===== config.mk =====
export PLATFORM = sky130hd
export DESIGN_NAME = serial_slice_adder_flat
export DESIGN_NICKNAME = d
export VERILOG_FILES = /design/src/rtl/serial_slice_adder_if.sv /design/src/rtl/serial_slice_adder.sv /design/src/flat_wrapper.sv
export SDC_FILE = /design/constraint.sdc
export NUM_CORES = 1
export LEC_CHECK = 0
export BUFFER_PORTS_ARGS = -buffer_cell sky130_fd_sc_hd__buf_2
export CAP_MARGIN = 15
export CORE_MARGIN = 8
export CORE_UTILIZATION = 45
export DETAILED_ROUTE_END_ITERATION = 12
export PLACE_DENSITY = 0.78
export SETUP_SLACK_MARGIN = 0.4
export SLEW_MARGIN = 20
export SYNTH_ARGS = -nofsm -noshare
export SYNTH_HDL_FRONTEND = slang
export SYNTH_SLANG_ARGS = --single-unit

===== constraint.sdc =====
create_clock -name clk -period 2.7 [get_ports clk]
set_input_delay 0.135 -clock clk [delete_from_list [all_inputs] [get_ports clk]]
set_output_delay 0.135 -clock clk [all_outputs]
set_load 0.02 [all_outputs]

===== src/rtl/serial_slice_adder_if.sv =====
`default_nettype none
// ============================================================================
// Module      : serial_slice_adder_if
// Description : Request/response bundle between a multi-cycle controller and
//               serial_slice_adder. The controller drives the request side
//               (master); the adder drives the result side (slave).
// Revision    : 1.0 - initial release
// ============================================================================
interface serial_slice_adder_if #(
    parameter int unsigned WIDTH = 32
);
    logic             start;
    logic [WIDTH-1:0] a;
    logic [WIDTH-1:0] b;
    logic             cin;
    logic             sub;
    logic             busy;
    logic             done;
    logic [WIDTH-1:0] sum;
    logic             cout;
    logic             ovf;
    logic             zero;

    modport master (
        output start, a, b, cin, sub,
        input  busy, done, sum, cout, ovf, zero
    );

    modport slave (
        input  start, a, b, cin, sub,
        output busy, done, sum, cout, ovf, zero
    );
endinterface
`default_nettype wire


===== src/rtl/serial_slice_adder.sv =====
`default_nettype none
// ============================================================================
// Module      : serial_slice_adder
// Description : Multi-cycle adder. Adds two WIDTH-bit operands SLICE bits per
//               clock, carrying between slices through a carry register, with
//               a start/busy/done handshake.
//               Optional macro SERIAL_ADD_SUB_EN: when defined, sub=1 at
//               accept turns the operation into a - b (effective B = ~b,
//               effective carry-in = ~cin). When undefined, sub is ignored.
// Revision    : 1.0 - initial release
// ============================================================================
module serial_slice_adder #(
    parameter int unsigned WIDTH = 32,
    parameter int unsigned SLICE = 8
) (
    input  logic                 clk,
    input  logic                 rst_n,
    serial_slice_adder_if.slave  bus
);

    localparam int unsigned c_N     = WIDTH / SLICE;
    localparam int unsigned c_IDX_W = (c_N > 1) ? $clog2(c_N) : 1;
    localparam int unsigned c_POS_W = (WIDTH > 1) ? $clog2(WIDTH) : 1;
    localparam logic [c_IDX_W-1:0] c_IDX_LAST = c_IDX_W'(c_N - 1);

    typedef enum logic [1:0] {
        S_IDLE = 2'd0,
        S_RUN  = 2'd1,
        S_DONE = 2'd2
    } state_t;

    state_t               r_state;
    state_t               w_state_next;
    logic                 w_accept;
    logic                 w_last;

    // Operands are shifted right each RUN cycle so the active slice always
    // sits at the bottom; the MSBs are captured separately for overflow.
    logic [WIDTH-1:0]     r_a;
    logic [WIDTH-1:0]     r_b;
    logic                 r_a_msb;
    logic                 r_b_msb;
    logic                 r_carry;
    logic [c_IDX_W-1:0]   r_idx;
    logic [WIDTH-1:0]     r_sum;
    logic                 r_cout;
    logic                 r_ovf;
    logic                 r_zero;

    logic [WIDTH-1:0]     w_b_eff;
    logic                 w_cin_eff;
    logic [SLICE:0]       w_slice_res;
    logic [c_POS_W-1:0]   w_lsb;
    logic [WIDTH-1:0]     w_sum_next;
    logic                 w_ovf_next;

`ifdef SERIAL_ADD_SUB_EN
    // Subtraction is a + ~b + ~cin; cin=1 then acts as a borrow-in.
    assign w_b_eff   = bus.sub ? ~bus.b   : bus.b;
    assign w_cin_eff = bus.sub ? ~bus.cin : bus.cin;
`else
    logic w_unused_sub;
    assign w_unused_sub = bus.sub;
    assign w_b_eff      = bus.b;
    assign w_cin_eff    = bus.cin;
`endif

    // State register; reset aborts any operation without a done pulse.
    always_ff @(posedge clk or negedge rst_n) begin
        if (!rst_n) begin
            r_state <= S_IDLE;
        end else begin
            r_state <= w_state_next;
        end
    end

    // Next-state decode; start is only honoured in IDLE and DONE.
    always_comb begin
        w_state_next = r_state;
        w_accept     = 1'b0;
        w_last       = 1'b0;
        case (r_state)
            S_IDLE: begin
                if (bus.start) begin
                    w_accept     = 1'b1;
                    w_state_next = S_RUN;
                end
            end
            S_RUN: begin
                if (r_idx == c_IDX_LAST) begin
                    w_last       = 1'b1;
                    w_state_next = S_DONE;
                end
            end
            S_DONE: begin
                if (bus.start) begin
                    w_accept     = 1'b1;
                    w_state_next = S_RUN;
                end else begin
                    w_state_next = S_IDLE;
                end
            end
            default: begin
                w_state_next = S_IDLE;
            end
        endcase
    end

    // One slice of addition plus the merged result it produces.
    always_comb begin
        w_slice_res = {1'b0, r_a[SLICE-1:0]} + {1'b0, r_b[SLICE-1:0]}
                    + (SLICE+1)'(r_carry);
        w_lsb       = c_POS_W'(32'(r_idx) * SLICE);
        w_sum_next  = r_sum;
        w_sum_next[w_lsb +: SLICE] = w_slice_res[SLICE-1:0];
        w_ovf_next  = (r_a_msb == r_b_msb) && (w_sum_next[WIDTH-1] != r_a_msb);
    end

    // Datapath: latch on accept, process one slice per RUN cycle, and
    // publish the flags on the final slice so they are valid with done.
    always_ff @(posedge clk or negedge rst_n) begin
        if (!rst_n) begin
            r_a     <= '0;
            r_b     <= '0;
            r_a_msb <= 1'b0;
            r_b_msb <= 1'b0;
            r_carry <= 1'b0;
            r_idx   <= '0;
            r_sum   <= '0;
            r_cout  <= 1'b0;
            r_ovf   <= 1'b0;
            r_zero  <= 1'b1;
        end else if (w_accept) begin
            r_a     <= bus.a;
            r_b     <= w_b_eff;
            r_a_msb <= bus.a[WIDTH-1];
            r_b_msb <= w_b_eff[WIDTH-1];
            r_carry <= w_cin_eff;
            r_idx   <= '0;
            r_sum   <= '0;
            r_cout  <= 1'b0;
            r_ovf   <= 1'b0;
            r_zero  <= 1'b0;
        end else if (r_state == S_RUN) begin
            r_a     <= r_a >> SLICE;
            r_b     <= r_b >> SLICE;
            r_carry <= w_slice_res[SLICE];
            r_sum   <= w_sum_next;
            if (w_last) begin
                r_idx  <= '0;
                r_cout <= w_slice_res[SLICE];
                r_ovf  <= w_ovf_next;
                r_zero <= (w_sum_next == '0);
            end else begin
                r_idx  <= r_idx + c_IDX_W'(1);
            end
        end
    end

    assign bus.busy = (r_state == S_RUN);
    assign bus.done = (r_state == S_DONE);
    assign bus.sum  = r_sum;
    assign bus.cout = r_cout;
    assign bus.ovf  = r_ovf;
    assign bus.zero = r_zero;

endmodule
`default_nettype wire


===== src/flat_wrapper.sv =====
// flat-port wrapper written by rule: the top's interface ports become plain ports
module serial_slice_adder_flat 
#(
    parameter int unsigned WIDTH = 32,
    parameter int unsigned SLICE = 8
)
  (clk, rst_n, bus_start, bus_a, bus_b, bus_cin, bus_sub, bus_busy, bus_done, bus_sum, bus_cout, bus_ovf, bus_zero);
  serial_slice_adder_if #(.WIDTH(WIDTH)) bus_i ();
  input  logic clk;
  input  logic rst_n;
  input wire logic [$bits(bus_i.start)-1:0] bus_start;
  input wire logic [$bits(bus_i.a)-1:0] bus_a;
  input wire logic [$bits(bus_i.b)-1:0] bus_b;
  input wire logic [$bits(bus_i.cin)-1:0] bus_cin;
  input wire logic [$bits(bus_i.sub)-1:0] bus_sub;
  output wire logic [$bits(bus_i.busy)-1:0] bus_busy;
  output wire logic [$bits(bus_i.done)-1:0] bus_done;
  output wire logic [$bits(bus_i.sum)-1:0] bus_sum;
  output wire logic [$bits(bus_i.cout)-1:0] bus_cout;
  output wire logic [$bits(bus_i.ovf)-1:0] bus_ovf;
  output wire logic [$bits(bus_i.zero)-1:0] bus_zero;
  assign bus_i.start = bus_start;
  assign bus_i.a = bus_a;
  assign bus_i.b = bus_b;
  assign bus_i.cin = bus_cin;
  assign bus_i.sub = bus_sub;
  assign bus_busy = bus_i.busy;
  assign bus_done = bus_i.done;
  assign bus_sum = bus_i.sum;
  assign bus_cout = bus_i.cout;
  assign bus_ovf = bus_i.ovf;
  assign bus_zero = bus_i.zero;
  serial_slice_adder #(.WIDTH(WIDTH), .SLICE(SLICE)) u_core (.clk(clk), .rst_n(rst_n), .bus(bus_i));
endmodule

After elaboration in Yosys (flattened, before gate mapping)
Cells that the tools add are included. W data, S select, Z words.

Register bits: 106. Output and inout port bits: 37. Logic and storage cells: 61. Input port bits: 69.

$add $sub $neg: 4. Mux-type cells: 29. Equal/unequal tests: 7. Reductions and logical operators: 8. Shifts and indexed selects: 2.

Operators with widths (count): $mux W32 (6); $bwmux W32 (1); $logic_not A32 Y1 (1); $shift A8 B7 Y32 const A (1); $shiftx A8 B7 Y32 (1); $mux W1 (16); $mux W2 (5); $add A8 B8 Y9 (1); $add A9 B1 Y9 (1); $neg A5 Y7 (1); $pmux W2 S3 (1); $eq A2 B2 Y1 const B (2); $reduce_and A2 Y1 (2); $reduce_bool A2 Y1 (2); $add A2 B1 Y2 const B (1); $eq A2 B1 Y1 const B (1); $logic_not A2 Y1 (1); $ne A2 B1 Y1 const B (1); $ne A2 B2 Y1 const B (1); $reduce_or A2 Y1 (1); $eq A1 B1 Y1 (1); $logic_and A1 B1 Y1 (1); $ne A1 B1 Y1 (1).

Longest topological paths before layout
Gate-level depths: netlist of run 1.

Depth after elaboration: 9. Gate-level depth with buffers: 9. Mapped depth without buffers: 9.

Least setup slack after synthesis of run 1
OpenSTA, ideal clock, no wires.

Path type: register -> register. Start point: reg u_core.r_carry. End point: reg u_core.r_zero (netlist: u_core.bus.zero). Slack: 588 ps. Stages on the path, launching flop included: 10. Arrival: 2028 ps. Data required time: 2616 ps. Library setup time: 84 ps. Cells stage by stage: dfrtp_1 > fa_1 > inv_1 > fa_1 > nor2b_1 > o311ai_2 > a21oi_1 > a211oi_2 > o21a_1 > o31ai_1.

Word-level cells in the longest chain between the ends: 7.

Ends and longest elaborated chain: from (decl) (line serial_slice_adder.sv:43) `logic r_carry;`; from (signal assigned) (line serial_slice_adder.sv:138) `r_carry <= w_cin_eff;`; from (signal assigned) (line serial_slice_adder.sv:147) `r_carry <= w_slice_res[SLICE];`; $add A9 B1 Y9 (line serial_slice_adder.sv:112) `+ (SLICE+1)'(r_carry);`; $shiftx A8 B7 Y32 (line serial_slice_adder.sv:115) `w_sum_next[w_lsb +: SLICE] = w_slice_res[SLICE-1:0];`; $bwmux W32 (line serial_slice_adder.sv:115); $logic_not A32 Y1 (line serial_slice_adder.sv:153) `r_zero <= (w_sum_next == '0);`; $mux W1 (line serial_slice_adder.sv:149) `if (w_last) begin`; $mux W1 (line serial_slice_adder.sv:144) `end else if (r_state == S_RUN) begin`; $mux W1 (line serial_slice_adder.sv:133) `end else if (w_accept) begin`; to (signal assigned) (line serial_slice_adder.sv:153); to (decl) (line serial_slice_adder.sv:48) `logic r_zero;`.

Every way passes these cells. The select of a mux whose other input is x is not followed. A chain may end at the register's enable or synchronous reset.

Worst setup path in the final report of run 1
Start point: reg u_core.r_carry. End point: reg u_core.r_carry.

Word-level cells in the longest chain between the ends: 3.

Ends and longest elaborated chain (line): $add A9 B1 Y9 (serial_slice_adder.sv:112); $mux W1 (serial_slice_adder.sv:144); $mux W1 (serial_slice_adder.sv:133).

Every way passes these cells. The select of a mux whose other input is x is not followed.

==> results.md, run 1 <==
- Worst hold slack: 0.01440 ns
- Routing usage on met2: 0.3168
- Synthesized instance count: 462
- Grt ovf: 0
- Critical path peak fanout: 2
- Global-route track usage on met3: 0.05777
- # clock sinks: 106
- Total CTS buffers: 9
- Die Area: 14290 um2
- Slowest-stage cell, CP: dfrtp_1
- Wire per inst: 17.49 um
- Setup ws final: 0.4420 ns
- Worst EP arrival: 2.50 ns
- # diodes: 0
- Clock power share: 0.137
- Vias per cell: 5.453
- Most frequent cells in the layout: 117 x nand2_1, 104 x dfrtp_1, 103 x buf_2
- Ys flop type: dfrtp_1
- Post-Syn Nets: 546
- Starting density of the core: 0.4530
- Worst Clk Skew: 0.01764 ns
- Crit-path most repeated cell: fa_2
- Max Cap Viol: 0
- Num ports: 106
- DRT Pass-1 Iters: 5
- Final WL: 13490 um
- Clk pin slew, worst setup/hold paths: 0.10 ns
- Comb pwr share: 0.515
- Overall Global Routing Usage: 0.1905
- PD cells: 1161 nW/um2
- Number of distinct library cells after synthesis: 51
- GPL Wtd Cong: 0.8008
- Via count: 4204
- Area growth syn-to-layout: 33.43%
- Pleak: 3.237 nW
- Core area: 10650 um2
- Num rows: 38
- Cell Int Power: 4.145 mW
- Register area share after synthesis: 0.5501
- Vias in the first global route: 4461
- Ys Warns: 0
- H-Tree Depth: 3
- Antenna Nets Post-Route: 0
- Hold Fails Final Rpt: 0
- WP buf/inv: 2
- Share of cells above drive strength 1: 0.2488
- Die X: 119.5 um
- CP Capture Type: flop
- Net Sw Power: 3.326 mW
- Fin. max-slew vios: 0
- Fin cells: 771
- Period Utilization, post-route: 0.8363
- M1 GR Usage: 0.2375
- Port bufs: 104
- DRT iter0 DRCs: 341
- Synth Cell Area: 4825 um2
- Commonest non-fill, non-tap cell in the layout: nand2_1
- Finish-stage setup viols: 0
- Max Clock Freq: 442.9 MHz
- Worst path max stage delay: 0.42 ns
- Peak supply drop: 0.6142 mV
- Initial antenna violation count: 0
- Root buf cell: clkbuf_8
- Busiest layer in global routing: met2
- Total Nets Final: 710
- Switching part of the total: 0.4452
- Critical path startpoint category: flop
- Number of synthesized flops with an enable pin: 0
- Crit-path cells: fa_2 > inv_2 > fa_2 > nor2b_4 > o311ai_4 > a21oi_2 > buf_4 > o21a_1 > nor2_2 > o21ai_0
- Maximum clock path buffer count: 2
- Pre-CTS setup slack: 0.2973 ns
- Total negative slack: 0 ns
- Crit Path Category: flop to flop
- Register share of total power: 0.349
- Status: finished, final reports clean
- Largest net degree at the start of global routing: 77
- Relative slew margins: 0.5420
- Required time worst endpoint: 2.94 ns
- First-pass GRT wire length: 22310 um
- Tightest Hold Check Type: input pin to flop
- Fillers: 877
- Post-DP HPWL: 8657 um
- CP top delay family: compound AO/OA/AOI/OAI gates
- Min Tclk post-route: 2.258 ns
- Placed insts: 688
- Measured slew at the worst slew-check pin: 0.6846 ns
- Die H: 119.5 um
- Unrepaired setup endpoints after global routing: yes
- Async S/R FF share, synth: 1.000
- Syn avg cell area: 10.44 um2
- CTS tree: yes
- Total power: 7.471 mW
- DRC: 0
- Clk_lat worst skew: 0.38 ns
- Post-synthesis register bit count: 106
[worst min-delay path, delay by kind of cell]
kind | cells | cell delay, ns
AND/OR/NAND/NOR | 2 | 0.13
buffers and inverters | 1 | 0.08
[cell type report]
type,count,area [um2],share of cell area
Timing Repair Buffer,177,1249,0.1940
Sequential cell,106,2655,0.4124
Clock inverter,6,81.33,0.01263
Clock buffer,10,127.6,0.01983
Inverter,10,37.54,0.005831
Multi-Input combinational cell,322,2112,0.3281
Tap cell,140,175.2,0.02721
[per-stage QoR]
| step | instance area, um2 | util |
|---|---|---|
| floorplan | 4825 | - |
| global placement | 5510 | 0.5174 |
| detailed placement | 5510 | 0.5174 |
| CTS | 6392 | 0.6002 |
| global route | 6437 | 0.6044 |
| finish | 6437 | 0.6044 |
[final timing paths]
check / start / end / slack (ns) / depth (start not counted)
min: bus_a[31] / u_core.r_a_msb$_DFFE_PN0P_ / 0.01 / 3
max: u_core.r_carry$_DFFE_PN0P_ / u_core.r_carry$_DFFE_PN0P_ / 0.44 / 10
min reg2reg: u_core.r_a[13]$_DFFE_PN0P_ / u_core.r_a[13]$_DFFE_PN0P_ / 0.48 / 2
min in group asynchronous: rst_n / u_core.bus.sum[10]$_DFFE_PN0P_ / 0.23 / 2
max in group asynchronous: rst_n / u_core.bus.zero$_DFFE_PN1P_ / 1.71 / 3
max reg2reg: u_core.r_carry$_DFFE_PN0P_ / u_core.r_carry$_DFFE_PN0P_ / 0.44 / 10
[cells in the mapped netlist (6+ instances only)]
cell / number / area share
a21oi_1: 9 / 0.0093
a22o_1: 39 / 0.071
a22oi_1: 46 / 0.072
buf_1: 9 / 0.0070
buf_2: 6 / 0.0062
clkbuf_1: 9 / 0.0070
dfrtp_1: 105 / 0.54
ha_1: 13 / 0.034
inv_1: 9 / 0.0070
nand2_1: 117 / 0.091
nor2_1: 10 / 0.0078
nor3_1: 11 / 0.011
nor4_1: 6 / 0.0078
o21ai_0: 7 / 0.0073
[power groups by stage]
stage / combinational [mW] / clock (mW) / sequential, mW
floorplan: 2.32 / 0 / 2.70
global placement: 3.39 / 0 / 2.59
detailed placement: 3.47 / 0 / 2.63
CTS: 3.72 / 1.03 / 2.60
global route: 4.25 / 1.09 / 2.67
finish: 3.85 / 1.02 / 2.61
[flip-flops by register name, summed over array words and instances, names as in the netlist]
register         count
u_core.bus.sum      32
u_core.r_a          32
u_core.r_b          32
u_core.r_idx         2
u_core.r_state       2
u_core.bus.cout      1
u_core.bus.ovf       1
u_core.bus.zero      1
u_core.r_a_msb       1
u_core.r_b_msb       1
u_core.r_carry       1
[per-layer routing]
metal  up-vias  part of all wire
li1       1995                 -
met1      2047              0.42
met2       146              0.49
met3        16             0.075
met4         0             0.012
met5         -                 0
[cells by family (layout without fill, tap and decap cells)]
kind of cell / Yosys count / after routing / share of synthesized area
fa+ha+maj: 15 / 15 / 0.04201
buf+inv: 34 / 203 / 0.02801
mux: 2 / 2 / 0.004150
simple gates: 174 / 174 / 0.1631
flops: 106 / 106 / 0.5501
compound gates: 127 / 127 / 0.2054
xor+xnor: 4 / 4 / 0.007263
[repair_timing]
item,CTS,global route
pin swaps,2,8
endpoints found under the setup margin,5,6
resized for setup,10,5
endpoints found under the hold margin,91,0
hold buffers,61,0
cloned,0,0
setup buffers,2,4
No activity file was read; power rests on OpenSTA's default activity.
==> run 2: changes to the inputs <==
Settings changed: ABC_AREA set to 1, PLACE_DENSITY 0.78 to 0.77.
Clock period 2.7 ns to 2.27 ns, I/O delays scaled along.
==> run 2 against run 1 <==
The run now ends with negative setup slack left. Final cell count is 24% higher. Worst setup slack worse by 0.46 ns. Combinational power up 56%. Routed wire length is 17% higher. Largest cell class unchanged. Register-to-register slack worse by 0.46 ns. Global-route usage grew 2.0 points.
==> results.md, run 2 <==
- Ys flop type: dfrtp_1
- H-Tree Depth: 3 (unchanged)
- Port bufs: 104 (unchanged)
- Num ports: 106 (unchanged)
- Synthesized instance count: 640 (+39%)
- Unrepaired setup endpoints after global routing: yes
- PD cells: 1500 nW/um2 (+29%)
- Comb pwr share: 0.559 (+0.044)
- Clk pin slew, worst setup/hold paths: 0.08 ns (-0.02 ns)
- Vias in the first global route: 5068 (+14%)
- Pre-CTS setup slack: -0.09967 ns (-0.3969 ns)
- Required time worst endpoint: 2.56 ns (-0.38 ns)
- CP top delay family: adder cells
- Most frequent cells in the layout: 162 x nand2_1, 105 x dfrtp_1, 103 x buf_2
- Total power: 10.77 mW (+44%)
- Finish-stage setup viols: 1 (+1)
- Wire per inst: 16.44 um (-6.0%)
- Die Area: 15340 um2 (+7.3%)
- FF/Latch Area: 2654 um2 (about the same)
- Antenna Nets Post-Route: 0 (unchanged)
- Min Tclk post-route: 2.292 ns (+0.03378 ns)
- Max Clock Freq: 436.3 MHz (-1.5%)
- Vias per cell: 5.252 (-3.7%)
- Post-Syn Nets: 724 (+33%)
- Critical path startpoint category: flop
- Overall Global Routing Usage: 0.2102 (+0.01977)
- Die H: 123.8 um (+3.6%)
- Pleak: 3.552 nW (+9.7%)
- Post-DP HPWL: 10410 um (+20%)
- Final WL: 15720 um (+17%)
- Worst path max stage delay: 0.46 ns (+0.04 ns)
- Violated checks: negative setup slack
- Synth area leaders: dfrtp_1 50%, nand2_1 13%, inv_1 7.0%
- Number of synthesized flops with an enable pin: 0 (unchanged)
- Switching part of the total: 0.4646 (+0.01938)
- Status: complete, but fails checks
- Top cells by count, synth: 180 x nand2_1, 105 x dfrtp_1, 97 x inv_1
- CTS tree: yes
- Count leader, synth: nand2_1
- GPL Wtd Cong: 0.9292 (+16%)
- Via count: 5021 (+19%)
- Crit Path Category: flop to flop
- Die X: 123.8 um (+3.6%)
- Slowest-stage cell, CP: fa_2
- Synth top area share: 0.5020 (-0.04257)
- Cell Int Power: 5.765 mW (+39%)
- DRT Pass-1 Iters: 5 (unchanged)
- Clock power share: 0.153 (+0.016)
- Net Sw Power: 5.003 mW (+50%)
- Tightest Hold Check Type: input pin to flop
- Setup ws final: -0.02176 ns (-0.4638 ns)
- Starting density of the core: 0.4603 (+0.007320)
- Area leader, netlist: dfrtp_1
- Largest net degree at the start of global routing: 70 (-9.1%)
- Placed cell area: 6050 um2 (+9.8%)
- Fillers: 951 (+8.4%)
- Num rows: 39 (+2.6%)
- Hold Fails Final Rpt: 0 (unchanged)
- Maximum clock path buffer count: 2 (unchanged)
- Max Cap Viol: 0 (unchanged)
- Syn avg cell area: 8.178 um2 (-22%)
- Initial antenna violation count: 1 (+1)
- Final instance area: 7179 um2 (+12%)
- Share of cells above drive strength 1: 0.2660 (+0.01720)
- Measured slew at the worst slew-check pin: 0.6839 ns (-0.0006635 ns)
- Fin. max-slew vios: 0 (unchanged)
- Area growth syn-to-layout: 37.17%
- Ys Warns: 0 (unchanged)
- DRC: 0 (unchanged)
- Area of the multi-input gates: 2349 um2 (+11%)
- CP Capture Type: flop
- DRT iter0 DRCs: 360 (+5.6%)
- Post-synthesis register bit count: 106 (unchanged)
- WP buf/inv: 1 (-1)
- Total Nets Final: 891 (+25%)
- # clock sinks: 106 (unchanged)
- Total CTS buffers: 9 (unchanged)
- Crit-path cells: fa_2 > inv_2 > fa_2 > nor2_4 > nand2_2 > o21ai_2 > nor2_1 > nand3_1 > nor2_1 > nand2_1 > nor2_1 > nand3_1 > nor2_2 > nand2_1 > nand2_1
- Critical path peak fanout: 3 (+1)
- Register share of total power: 0.288 (-0.061)
- Async S/R FF share, synth: 1.000 (unchanged)
- Worst EP arrival: 2.58 ns (+0.08 ns)
- Number of distinct library cells after synthesis: 24 (-53%)
- Register area share after synthesis: 0.5071 (-0.04300)
- Root buf cell: clkbuf_16
- Synth Cell Area: 5234 um2 (+8.5%)
- First-pass GRT wire length: 25330 um (+14%)
- Worst Clk Skew: 0.01677 ns (-0.0008682 ns)
- Commonest non-fill, non-tap cell in the layout: nand2_1
- Period Utilization, post-route: 1.010 (+0.1733)
- Core area: 11370 um2 (+6.8%)
- Peak supply drop: 0.7176 mV (+17%)
- Relative slew margins: 0.5440 (+0.001990)
- Grt ovf: 0 (unchanged)
- Clk_lat worst skew: 0.36 ns (-0.02 ns)
run 2: cell count changes after synthesis, moves of 12 or more:
cell	previous run	this run
a22o_1	39	8
a22oi_1	46	0
inv_1	9	97
nand2_1	117	180
nand3_1	5	20
nand4_1	0	12
nor2_1	10	49
o211ai_1	0	18
o21ai_0	7	47
o221ai_1	0	28
o22ai_1	0	12
run 2: through the flow:
step | instances | util | hold slack, ns | setup TNS [ns]
final | 956 | 0.6315 | 0.003355 | -0.02176
after global routing | 956 | 0.6315 | 0.01548 | -0.1877
after CTS | 953 | 0.6174 | 0.0003607 | -0.002859
after detailed placement | 883 | 0.5321 | 0.2017 | -0.09967
after global placement | 883 | 0.5321 | 0.1886 | -0.03844
after floorplan | 640 | - | -0.1821 | 0
run 2: power groups by stage:
stage	Sequential [mW]	Combinational (mW)	Clock [mW]
2_1_floorplan	3.34	3.15	0
3_3_place_gp	3.05	5.02	0
3_5_place_dp	3.08	5.10	0
4_1_cts	3.09	5.48	1.67
5_1_grt	3.18	6.60	1.74
6_report	3.10	6.02	1.64
run 2: final timing paths:
check | from | to | slack, ns | depth (start not counted)
max | u_core.r_a[0]$_DFFE_PN0P_ | u_core.bus.zero$_DFFE_PN1P_ | -0.02 | 15
min | bus_a[4] | u_core.r_a[4]$_DFFE_PN0P_ | 0.003 | 3
max reg2reg | u_core.r_a[0]$_DFFE_PN0P_ | u_core.bus.zero$_DFFE_PN1P_ | -0.02 | 15
min reg2reg | u_core.bus.zero$_DFFE_PN1P_ | u_core.bus.zero$_DFFE_PN1P_ | 0.48 | 2
max in group asynchronous | rst_n | u_core.bus.zero$_DFFE_PN1P_ | 1.21 | 3
min in group asynchronous | rst_n | u_core.r_b[3]$_DFFE_PN0P_ | 0.35 | 2
run 2: cells by family after synthesis:
family / synth area share
flops: 0.5071
compound gates: 0.1559
fa+ha+maj: 0.03873
buf+inv: 0.09347
simple gates: 0.2049
run 2: per-layer routing:
layer	up-vias	part of all wire	GRT usage
li1	2431	-	-
met1	2386	0.43	0.2706
met2	179	0.49	0.3459
met3	25	0.065	0.04760
met4	0	0.017	0.06471
met5	-	0	0
run 2: worst register-to-register path, stage by stage, from the launching register on:
cell and delay [ns]:
dfrtp_1 0.40, fa_2 0.40, inv_2 0.06, fa_2 0.46, nor2_4 0.15, nand2_2 0.07, o21ai_2 0.13, nor2_1 0.08
nand3_1 0.07, nor2_1 0.04, nand2_1 0.07, nor2_1 0.04, nand3_1 0.08, nor2_2 0.05, nand2_1 0.07, nand2_1 0.05
run 2: repair_timing:
action,4_1_cts,5_1_grt
pin swaps,12,19
endpoints found under the setup margin,24,27
setup buffers,4,2
gates resized for setup,29,49
endpoints found under the hold margin,100,0
hold buffers,50,0
run 2: final cells by class:
| type | instances | area share |
|---|---|---|
| Antenna cell | 1 | 0.0003486 |
| Clock buffer | 10 | 0.03329 |
| Clock inverter | 6 | 0.01011 |
| Inverter | 102 | 0.05333 |
| Multi-Input combinational cell | 405 | 0.3271 |
| Sequential cell | 106 | 0.3696 |
| Tap cell | 143 | 0.02492 |
| Timing Repair Buffer | 183 | 0.1812 |
